==> config.mk <==
export PLATFORM = sky130hd
export DESIGN_NAME = fetch_stage
export DESIGN_NICKNAME = d
export VERILOG_FILES = /design/src/rtl/riscv_pkg.sv /design/src/rtl/fetch_stage.sv
export SDC_FILE = /design/constraint.sdc
export NUM_CORES = 1
export LEC_CHECK = 0
export ABC_AREA = 1
export BUFFER_PORTS_ARGS = -buffer_cell sky130_fd_sc_hd__clkbuf_2
export CAP_MARGIN = 20
export CORE_AREA = 2 2 183 185
export DETAILED_ROUTE_END_ITERATION = 10
export DIE_AREA = 0 0 185 187
export PLACE_DENSITY = 0.57
export SKIP_CTS_REPAIR_TIMING = 1
export SLEW_MARGIN = 20
export SYNTH_ARGS = -nofsm -noshare
export SYNTH_HDL_FRONTEND = slang
export SYNTH_SLANG_ARGS = --single-unit
==> constraint.sdc <==
create_clock -name clk -period 9.8 [get_ports clk]
set_input_delay 0.98 -clock clk [delete_from_list [all_inputs] [get_ports clk]]
set_output_delay 0.98 -clock clk [all_outputs]
set_load 0.01 [all_outputs]
==> src/rtl/riscv_pkg.sv <==
// Shared definitions for the 3-stage pipeline: fetch FSM states, the
// canonical NOP encoding and the base-ISA major opcodes used by decode.
package riscv_pkg;

  localparam logic [31:0] NOP_INSTR = 32'h0000_0013;  // addi x0, x0, 0

  typedef enum logic [1:0] {
    ISSUE = 2'd0,
    WAIT  = 2'd1,
    HOLD  = 2'd2
  } fetch_state_e;

  localparam logic [6:0] OPC_LUI    = 7'b0110111;
  localparam logic [6:0] OPC_AUIPC  = 7'b0010111;
  localparam logic [6:0] OPC_JAL    = 7'b1101111;
  localparam logic [6:0] OPC_JALR   = 7'b1100111;
  localparam logic [6:0] OPC_BRANCH = 7'b1100011;
  localparam logic [6:0] OPC_LOAD   = 7'b0000011;
  localparam logic [6:0] OPC_STORE  = 7'b0100011;
  localparam logic [6:0] OPC_OP_IMM = 7'b0010011;
  localparam logic [6:0] OPC_OP     = 7'b0110011;
  localparam logic [6:0] OPC_SYSTEM = 7'b1110011;

endpackage

==> src/rtl/fetch_stage.sv <==
// Instruction fetch: owns the PC, keeps exactly one imem read in flight and
// fills the registered IF/DE slot consumed directly by decode.
//
// state | meaning
// ISSUE | send a request for pc_q (suppressed on a redirect)
// WAIT  | request for pc_q in flight; a response may chain the next request
// HOLD  | response parked in buf_q because decode is stalled on a full slot
module fetch_stage #(
  parameter logic [31:0] RESET_PC  = 32'h0000_0000,
  parameter logic [31:0] NOP_INSTR = riscv_pkg::NOP_INSTR
) (
  input  logic        clk,
  input  logic        rst,
  output logic        imem_req,
  output logic [31:0] imem_addr,
  input  logic        imem_rvalid,
  input  logic [31:0] imem_rdata,
  input  logic        stall,
  input  logic        redirect_valid,
  input  logic [31:0] redirect_pc,
  output logic        if_valid,
  output logic [31:0] if_pc,
  output logic [31:0] if_instr
);
  import riscv_pkg::*;

  fetch_state_e state_q, state_d;
  logic [31:0]  pc_q, pc_d;
  logic [31:0]  buf_q, buf_d;
  logic         kill_q, kill_d;
  logic         req;
  logic [31:0]  addr;
  logic         load;
  logic [31:0]  load_instr;
  logic [31:0]  target;
  logic [31:0]  pc_inc;

  assign target    = redirect_pc & ~32'h0000_0003;
  assign pc_inc    = pc_q + 32'd4;
  // Reset forces the request low even though the FSM already sits in ISSUE.
  assign imem_req  = req & ~rst;
  assign imem_addr = addr & ~32'h0000_0003;

  // Next-state, PC/kill/buffer updates and request generation.
  always_comb begin
    state_d    = state_q;
    pc_d       = pc_q;
    kill_d     = kill_q;
    buf_d      = buf_q;
    req        = 1'b0;
    addr       = pc_q;
    load       = 1'b0;
    load_instr = imem_rdata;
    case (state_q)
      ISSUE: begin
        if (redirect_valid) begin
          pc_d = target;
        end else begin
          req     = 1'b1;
          state_d = WAIT;
        end
      end
      WAIT: begin
        if (!imem_rvalid) begin
          // Redirect with the read still in flight: its response is stale.
          if (redirect_valid) begin
            kill_d = 1'b1;
            pc_d   = target;
          end
        end else if (redirect_valid) begin
          pc_d    = target;
          kill_d  = 1'b0;
          state_d = ISSUE;
        end else if (kill_q) begin
          kill_d  = 1'b0;
          state_d = ISSUE;
        end else if (!stall || !if_valid) begin
          load = 1'b1;
          pc_d = pc_inc;
          req  = 1'b1;
          addr = pc_inc;
        end else begin
          buf_d   = imem_rdata;
          state_d = HOLD;
        end
      end
      HOLD: begin
        if (redirect_valid) begin
          pc_d    = target;
          state_d = ISSUE;
        end else if (!stall) begin
          load       = 1'b1;
          load_instr = buf_q;
          pc_d       = pc_inc;
          req        = 1'b1;
          addr       = pc_inc;
          state_d    = WAIT;
        end
      end
      default: state_d = ISSUE;
    endcase
  end

  // FSM, PC, kill flag and hold buffer registers.
  always_ff @(posedge clk or posedge rst) begin
    if (rst) begin
      state_q <= ISSUE;
      pc_q    <= RESET_PC & ~32'h0000_0003;
      kill_q  <= 1'b0;
      buf_q   <= 32'h0;
    end else begin
      state_q <= state_d;
      pc_q    <= pc_d;
      kill_q  <= kill_d;
      buf_q   <= buf_d;
    end
  end

  // IF/DE slot: redirect flush beats load, load beats stall-hold, else bubble.
  always_ff @(posedge clk or posedge rst) begin
    if (rst) begin
      if_valid <= 1'b0;
      if_pc    <= 32'h0;
      if_instr <= NOP_INSTR;
    end else if (redirect_valid) begin
      if_valid <= 1'b0;
      if_instr <= NOP_INSTR;
    end else if (load) begin
      if_valid <= 1'b1;
      if_pc    <= pc_q;
      if_instr <= load_instr;
    end else if (!(stall && if_valid)) begin
      if_valid <= 1'b0;
      if_instr <= NOP_INSTR;
    end
  end

endmodule

==> impl_metrics.ini, run 1 <==
[worst_setup_path]
path_buf_inv = 5
path_class = in -> out
r2r-end = if_instr[4]
worstPathRequired_ns = 8.82
arrival_ns = 3.75
worst_setup_path_end_kind = output port
r2r_start = state_q[1]
critPathMaxFanout = 61
slowest_stage = clkinv_2
reg2reg_depth = 11
start_kind = input port
slowest_delay_ns = 0.74
crit_chain = clkbuf_2 -> buf_4 -> clkinv_2 -> buf_4 -> a31oi_1 -> o211ai_1 -> a21oi_1 -> clkbuf_2
crit_family = buffers and inverters
rrSetupSlack_ns = 6.32

[routing]
drc = 0
antenna_left = 0
dr.pass1.iters = 6
wl_um = 32800
wl_per_cell_um = 16.5
vias = 10000
drt_iter0_drc = 923
routed_via_density = 5.06

[logic_synthesis]
async_flop_share_pct = 100
netlist_area_mm2 = 0.00968
yosysUniqueCellTypes = 46
ys_ff_latch = 132
yosysWarnings = 0
yosysSeqAreaShare_pct = 34.2
ys.flop_type = dfrtp_1
synth_edf_count = 0
synth.avg_cell_area_um2 = 6.60
netlist_instances = 1467

[sta]
clock_skew_ns = 0.0186
rsz0062_at_grt = false
finalSetupViolations = 0
setup_ws_ns = 5.07
finalHoldViolations = 0
drv_slew = 0
slew_headroom_pct = 32.2
hold_slack_ns = 0.482
final.setup.tns_ns = 0
fmax_ghz = 0.211
post-route-period-util_pct = 48.3
tightestPinTransition_ns = 1.01
period_needed_ns = 4.73

[layout]
fillerInstances = 3610
drive_gt1_share_pct = 16.4
finish.instance_area_mm2 = 0.0110
final_nets = 1599
area.growth.synth_to_final_pct = 13.6

[clocking]
clkTransAtPathRegs_ns = 0.06
ctsRootBufferMaster = clkbuf_16
clk_latency_ns = 0.44
clockBufferDepth = 2
tritoncts = done
h-tree-depth = 4
cts_buffers = 17
cts_num_sinks = 132

[floorplanning]
rows = 67
dieArea_mm2 = 0.0346
die_height_um = 187
io_pins = 167
start_util_pct = 29.5
die_w_um = 185
coreArea_mm2 = 0.0329

[job]
drv_cap = 0

[power]
fin_total_pwr_mw = 3.32
power_density_mw_per_mm2 = 301
leakagePower_nw = 5.36
vdd_drop_max_mv = 0.165

[hold_path]
min-delay-start = buf_q[8]
hold_end = buf_q[8]
hp-class = reg -> reg
hold-path-cell-count = 2

[placed_design]
io_buffers = 162
dpl_worst_slack_ns = 5.11
placed_area_mm2 = 0.0104
dpl.hpwl_um = 21400
place_congestion = 0.839

[grt]
track_usage_pct = 19.2
grt_max_degree = 70
grt_pass1_vias = 9335
grt_pass1_wl_um = 52100
overflow = 0
antenna_found_initial = 1

[status]
outcome = finished clean
[cells in the mapped netlist, types with 4 or more instances]
cell type | count | share of area, %
nand2_1 | 390 | 15
o21ai_0 | 163 | 8.4
nor2_1 | 140 | 5.4
dfrtp_1 | 129 | 33
nand3_1 | 119 | 6.2
inv_1 | 113 | 4.4
a21oi_1 | 112 | 5.8
clkbuf_1 | 51 | 2.0
buf_4 | 35 | 2.7
buf_2 | 32 | 1.7
o211ai_1 | 30 | 2.3
o21ai_1 | 17 | 0.88
a32o_1 | 14 | 1.4
inv_2 | 10 | 0.39
a211oi_1 | 9 | 0.70
a31oi_1 | 9 | 0.58
nand4_1 | 8 | 0.52
nor2_4 | 8 | 0.93
nand2_2 | 7 | 0.45
ha_1 | 6 | 0.78
buf_6 | 5 | 0.58
nor2_2 | 5 | 0.32
o31ai_1 | 5 | 0.39
a311oi_1 | 4 | 0.36
buf_1 | 4 | 0.16
dlygate4sd1_1 | 4 | 0.36
[state kept, by name, indices dropped and copies added, names as in the netlist]
signal,count
buf_q,32
if_instr,32
if_pc,32
pc_q,32
state_q,2
if_valid,1
kill_q,1
[placed cells by master, fill, tap and decap left out, types with 12 or more instances in the layout]
cell type	instances
o211ai_1	30
buf_4	12
dfrtp_1	129
clkbuf_2	162
o21ai_0	163
inv_1	112
o21ai_1	17
clkbuf_16	17
nand2_1	389
nor2_1	138
a21oi_1	112
nand3_1	118
a32o_1	14
[cell type report]
class	instances	area, um^2	area share, %
Inverter	124	472	4.29
Tap cell	448	561	5.10
Antenna cell	1	2.50	0.0227
Clock inverter	12	144	1.31
Sequential cell	132	3310	30.1
Multi-Input combinational cell	1075	5160	46.9
Clock buffer	19	453	4.12
Timing Repair Buffer	174	901	8.19
[worst max-delay path by stage]
| stage | from | end | slack [ns] | cells after the start |
|---|---|---|---|---|
| global route | redirect_valid | imem_addr[31] | 4.88 | 8 |
| global placement | redirect_valid | imem_addr[30] | 5.11 | 8 |
| CTS | redirect_valid | imem_addr[30] | 5.12 | 8 |
| finish | redirect_valid | imem_addr[31] | 5.07 | 8 |
| detailed placement | redirect_valid | imem_addr[31] | 5.11 | 8 |
| floorplan | rst | buf_q[0] | 5.30 | 1 |
[stage by stage]
stage | util [%] | instances
final | 33.5 | 1985
after floorplan | - | 1468
after CTS | 33.4 | 1984
after global routing | 33.5 | 1984
after detailed placement | 31.6 | 1953
after global placement | 31.6 | 1953
[report_power, final]
group / internal [mW] / leakage, nW / switching, mW
Clock: 0.391 / 0.283 / 0.277
Sequential: 0.712 / 1.65 / 0.199
Combinational: 0.568 / 3.42 / 1.17
[layer usage]
layer  vias up  GRT usage, %  wire length, um
met5         -             0                0
met4         0          7.11              946
met3        55          5.47             3000
met2       415          29.4            14800
met1      4642          25.5            14100
li1       4933             -                -
[worst reg2reg max path, cell delays in order (launching register included)]
cell and delay [ns]:
dfrtp_1 0.43, inv_1 0.10, ha_1 0.57, nand2_1 0.29, nor2_2 0.23, inv_1 0.33, o22ai_2 0.26, nand2_2 0.46
inv_2 0.50, nand2_1 0.08, o21ai_0 0.09, inv_1 0.06
[kinds of logic (layout without fill, tap and decap cells)]
| family | Yosys count | after routing | share of synthesized area (%) |
|---|---|---|---|
| other cells | 1 | 3 | 0.0387 |
| xor+xnor | 3 | 3 | 0.271 |
| simple gates | 686 | 686 | 29.7 |
| fa+ha+maj | 6 | 6 | 0.775 |
| buf+inv | 261 | 329 | 12.8 |
| compound gates | 378 | 378 | 22.2 |
| flops | 132 | 132 | 34.2 |
Power figures use the tool's default switching activity.
==> run 2: changes to the inputs <==
Clock period 9.8 ns to 4.6 ns, I/O delays scaled along.
==> run 2 against run 1 <==
Compared with the run above:
- sequential power increased by 110%
- critical path depth unchanged
- hold slack got worse by 0.30 ns
- clock skew decreased by 0.0051 ns
- sequential share of layout area decreased by 0.28 points
==> impl_metrics.ini, run 2 (synthesis gave the netlist of run 1 again) <==
[worst_setup_path]
rrSetupSlack_ns = 1.32
crit_start = state_q[1]
worstPathRequired_ns = 4.14
path_buf_inv = 4
slowest_stage = inv_1
path_class = reg -> out
r2r_start = state_q[1]
crit_family = buffers and inverters
start_kind = flip-flop
crit_chain = inv_1 -> ha_1 -> inv_1 -> buf_4 -> o21ai_0 -> a21oi_1 -> a21oi_1 -> clkbuf_2
critPathMaxFanout = 23
arrival_ns = 3.24
slowest_delay_ns = 0.59
worst_setup_path_end_kind = output port

[layout]
final_cell_mix = nand2_1, o21ai_0, clkbuf_2
final_common_cell = nand2_1
fillerInstances = 3610
seqCellArea_mm2 = 0.00331
final_nets = 1610
drive_gt1_share_pct = 16.8
multiInputGateArea_mm2 = 0.00514
fin_cells = 1997
area.growth.synth_to_final_pct = 14.7

[grt]
grt_max_degree = 108
track_usage_pct = 19.2
grt_pass1_vias = 9659
overflow = 0
antenna_found_initial = 1
grt_pass1_wl_um = 52500

[hold_path]
hp-class = in -> async

[routing]
vias = 10200
antenna_left = 0
wl_per_cell_um = 16.6
dr.pass1.iters = 6
drc = 0
wl_um = 33200
drt_iter0_drc = 914
routed_via_density = 5.10

[power]
power_density_mw_per_mm2 = 647
vdd_drop_max_mv = 0.347
fin_total_pwr_mw = 7.18
leakagePower_nw = 5.42

[sta]
slew_headroom_pct = 34.5
final.setup.tns_ns = 0
hold_slack_ns = 0.180
period_needed_ns = 3.70
finalSetupViolations = 0
fmax_ghz = 0.270
post-route-period-util_pct = 80.5
drv_slew = 0
tightestPinTransition_ns = 0.977
clock_skew_ns = 0.0135
finalHoldViolations = 0
rsz0062_at_grt = false

[floorplanning]
rows = 67
die_w_um = 185
dieArea_mm2 = 0.0346
start_util_pct = 29.5
io_pins = 167
die_height_um = 187
coreArea_mm2 = 0.0329

[clocking]
tritoncts = done
clockBufferDepth = 2
cts_num_sinks = 132
h-tree-depth = 4
clkTransAtPathRegs_ns = 0.07
ctsRootBufferMaster = clkbuf_16
clk_latency_ns = 0.44
cts_buffers = 17

[placed_design]
io_buffers = 162
dp_cells = 1964
place_congestion = 0.877
dpl.hpwl_um = 22500

[status]
outcome = finished clean

[job]
drv_cap = 0
-- run 2: cell types whose count changed in the layout (fill, tap and decap cells not counted), moves of 2 or more --
| cell | change |
|---|---|
| inv_6 | -4 |
| nor2_1 | +2 |
| clkinvlp_4 | -2 |
| buf_4 | +10 |
| clkbuf_1 | +2 |
-- run 2: metal layers --
| layer | GRT usage [%] | wire, um | vias up |
|---|---|---|---|
| met5 | 0 | 0 | - |
| met4 | 6.32 | 678 | 0 |
| met3 | 5.14 | 2850 | 43 |
| met2 | 30.3 | 15200 | 407 |
| met1 | 25.3 | 14500 | 4791 |
| li1 | - | - | 4945 |
-- run 2: worst reg2reg max path, delay by kind of cell, from the launching register on --
family,cells,cell delay (ns)
buffers and inverters,3,0.82
adder cells (fa/ha/maj),1,0.56
AO/OA/AOI/OAI,2,0.35
AND/OR/NAND/NOR,4,0.98
flip-flops,1,0.44
-- run 2: per-stage QoR --
step                      worst slack, ns  util [%]  instance area, um^2
after floorplan                     0.619         -                 9680
after global placement               1.27      31.9                10500
after detailed placement             1.22      31.9                10500
after CTS                           0.917      33.8                11100
after global routing                0.714      33.8                11100
final                               0.896      33.8                11100
-- run 2: area by class of cell --
class / instances / share of cell area, %
flip-flops and latches: 132 / 29.8
multi-input cells: 1075 / 46.3
clock inverters: 10 / 1.32
diodes: 1 / 0.0225
well taps: 448 / 5.05
repair buffers: 185 / 8.97
clock buffers: 22 / 4.27
inverters: 124 / 4.27
-- run 2: worst paths after layout --
kind,to,depth (start not counted)
setup / recovery,imem_addr[26],8
hold / removal,kill_q,2
setup reg to reg,if_pc[14],10
hold reg to reg,buf_q[2],2
max in group asynchronous,if_pc[14],3
min in group clk,buf_q[2],3
-- run 2: power breakdown --
part / switching [mW] / total [mW] / internal, mW
clock network: 0.575 / 1.48 / 0.902
registers: 0.422 / 1.94 / 1.52
logic: 2.51 / 3.77 / 1.25
total: 3.51 / 7.18 / 3.67
==> run 3: changes to the inputs <==
Clock period 4.6 ns to 3.8 ns, I/O delays scaled along.
==> run 3 against run 2 <==
Compared with the run above:
- the flow now finishes with violations (hold timing)
- cell count up 0.45%
- die area unchanged
- global-route usage down 0.15 points
- clock skew up 0.00092 ns
- core utilization up 0.26 points
- sequential cell count unchanged
==> impl_metrics.ini, run 3 (synthesis gave the netlist of run 1 again) <==
[power]
power_switching_mw = 4.25
clock_power_share_pct = 20.5
power.share.switching_pct = 48.8
pwr-share-comb_pct = 52.4
fin_total_pwr_mw = 8.70
p_int_mw = 4.45
power_density_mw_per_mm2 = 778
seq_power_share_pct = 27.1
leakagePower_nw = 5.47
vdd_drop_max_mv = 0.429

[worst_setup_path]
path_class = reg -> out
worst_setup_path_end_kind = output port
arrival_ns = 2.79
worstPathRequired_ns = 3.42
start_kind = flip-flop
critPathMaxFanout = 16

[sta]
tightestPinTransition_ns = 1.03
setup_ws_ns = 0.628
post-route-period-util_pct = 83.5
slew_headroom_pct = 31.7
drv_slew = 0
fmax_ghz = 0.315
finalSetupViolations = 0
hold_slack_ns = -0.0224
final.setup.tns_ns = 0
rsz0062_at_grt = false
finalHoldViolations = 17
period_needed_ns = 3.17
clock_skew_ns = 0.0144

[placed_design]
dp_cells = 1972
dpl_worst_slack_ns = 0.798
dpl.hpwl_um = 22400
place_congestion = 0.867
placed_area_mm2 = 0.0106
io_buffers = 162

[clocking]
ctsRootBufferMaster = clkbuf_16
tritoncts = done
cts_num_sinks = 132
clockBufferDepth = 2
h-tree-depth = 4
cts_buffers = 17
clk_latency_ns = 0.43
clkTransAtPathRegs_ns = 0.07

[grt]
grt_max_degree = 86
antenna_found_initial = 3
track_usage_pct = 19.0
grt_pass1_vias = 9553
grt_pass1_wl_um = 52000
overflow = 0

[layout]
fillerInstances = 3605
drive_gt1_share_pct = 17.4
area.growth.synth_to_final_pct = 15.6
final_nets = 1618
final_cell_mix = nand2_1, o21ai_0, clkbuf_2
fin_cells = 2006
final_common_cell = nand2_1
final_util_pct = 34.1
finish.instance_area_mm2 = 0.0112

[job]
drv_cap = 0

[routing]
antenna_left = 0
vias = 10200
wl_per_cell_um = 16.4
drt_iter0_drc = 871
routed_via_density = 5.06
wl_um = 32900
dr.pass1.iters = 5
drc = 0

[status]
failed_checks = hold timing
outcome = finished with violations

[hold_path]
hp-class = in -> async

[floorplanning]
die_w_um = 185
die_height_um = 187
dieArea_mm2 = 0.0346
start_util_pct = 29.5
io_pins = 167
coreArea_mm2 = 0.0329
rows = 67
## run 3: cell types whose count changed in the layout (fill, tap and decap cells not counted), sizes merged
cell / delta
clkbuf: -3
buf: +8
inv: +2
diode: +1
clkinvlp: +1
## run 3: power groups by stage
| stage | combinational [mW] | clock, mW | sequential [mW] |
|---|---|---|---|
| 6_report | 4.56 | 1.78 | 2.36 |
| 4_1_cts | 4.58 | 1.83 | 2.35 |
| 3_3_place_gp | 4.50 | 0 | 2.35 |
| 2_1_floorplan | 3.74 | 0 | 2.17 |
| 5_1_grt | 5.14 | 1.88 | 2.42 |
| 3_5_place_dp | 4.57 | 0 | 2.37 |
## run 3: area by class of cell
type | instances | area, um^2 | share of cell area (%)
flip-flops and latches | 132 | 3310 | 29.6
clock buffers | 19 | 453 | 4.05
repair buffers | 193 | 1080 | 9.66
diodes | 2 | 5.00 | 0.0447
inverters | 124 | 470 | 4.20
well taps | 448 | 561 | 5.01
clock inverters | 13 | 169 | 1.51
multi-input cells | 1075 | 5140 | 46.0
## run 3: worst paths after layout
path                                      from            end  slack, ns  depth (start not counted)
worst max-delay path                state_q[1]  imem_addr[30]       0.63                         10
worst min-delay path                       rst       pc_q[27]      -0.02                          2
worst max register to register      state_q[1]    if_instr[0]       0.83                         12
worst min register to register       buf_q[26]      buf_q[26]       0.48                          2
max in group asynchronous                  rst      if_pc[11]       3.00                          3
min in group clk                imem_rdata[26]      buf_q[26]       0.20                          3
## run 3: worst max-delay path, cell delays in order, from the launching register on
cell	delay, ns
dfrtp_1	0.43
inv_1	0.10
ha_1	0.14
buf_4	0.22
nand2_1	0.18
nor2_2	0.21
inv_1	0.33
o21ai_0	0.18
a21oi_1	0.09
a21oi_1	0.28
clkbuf_2	0.19
## run 3: metal layers
layer	GRT usage, %	part of all wire (%)
met5	0	0
met4	6.93	2.3
met3	5.47	9.9
met2	29.2	45
met1	25.4	43
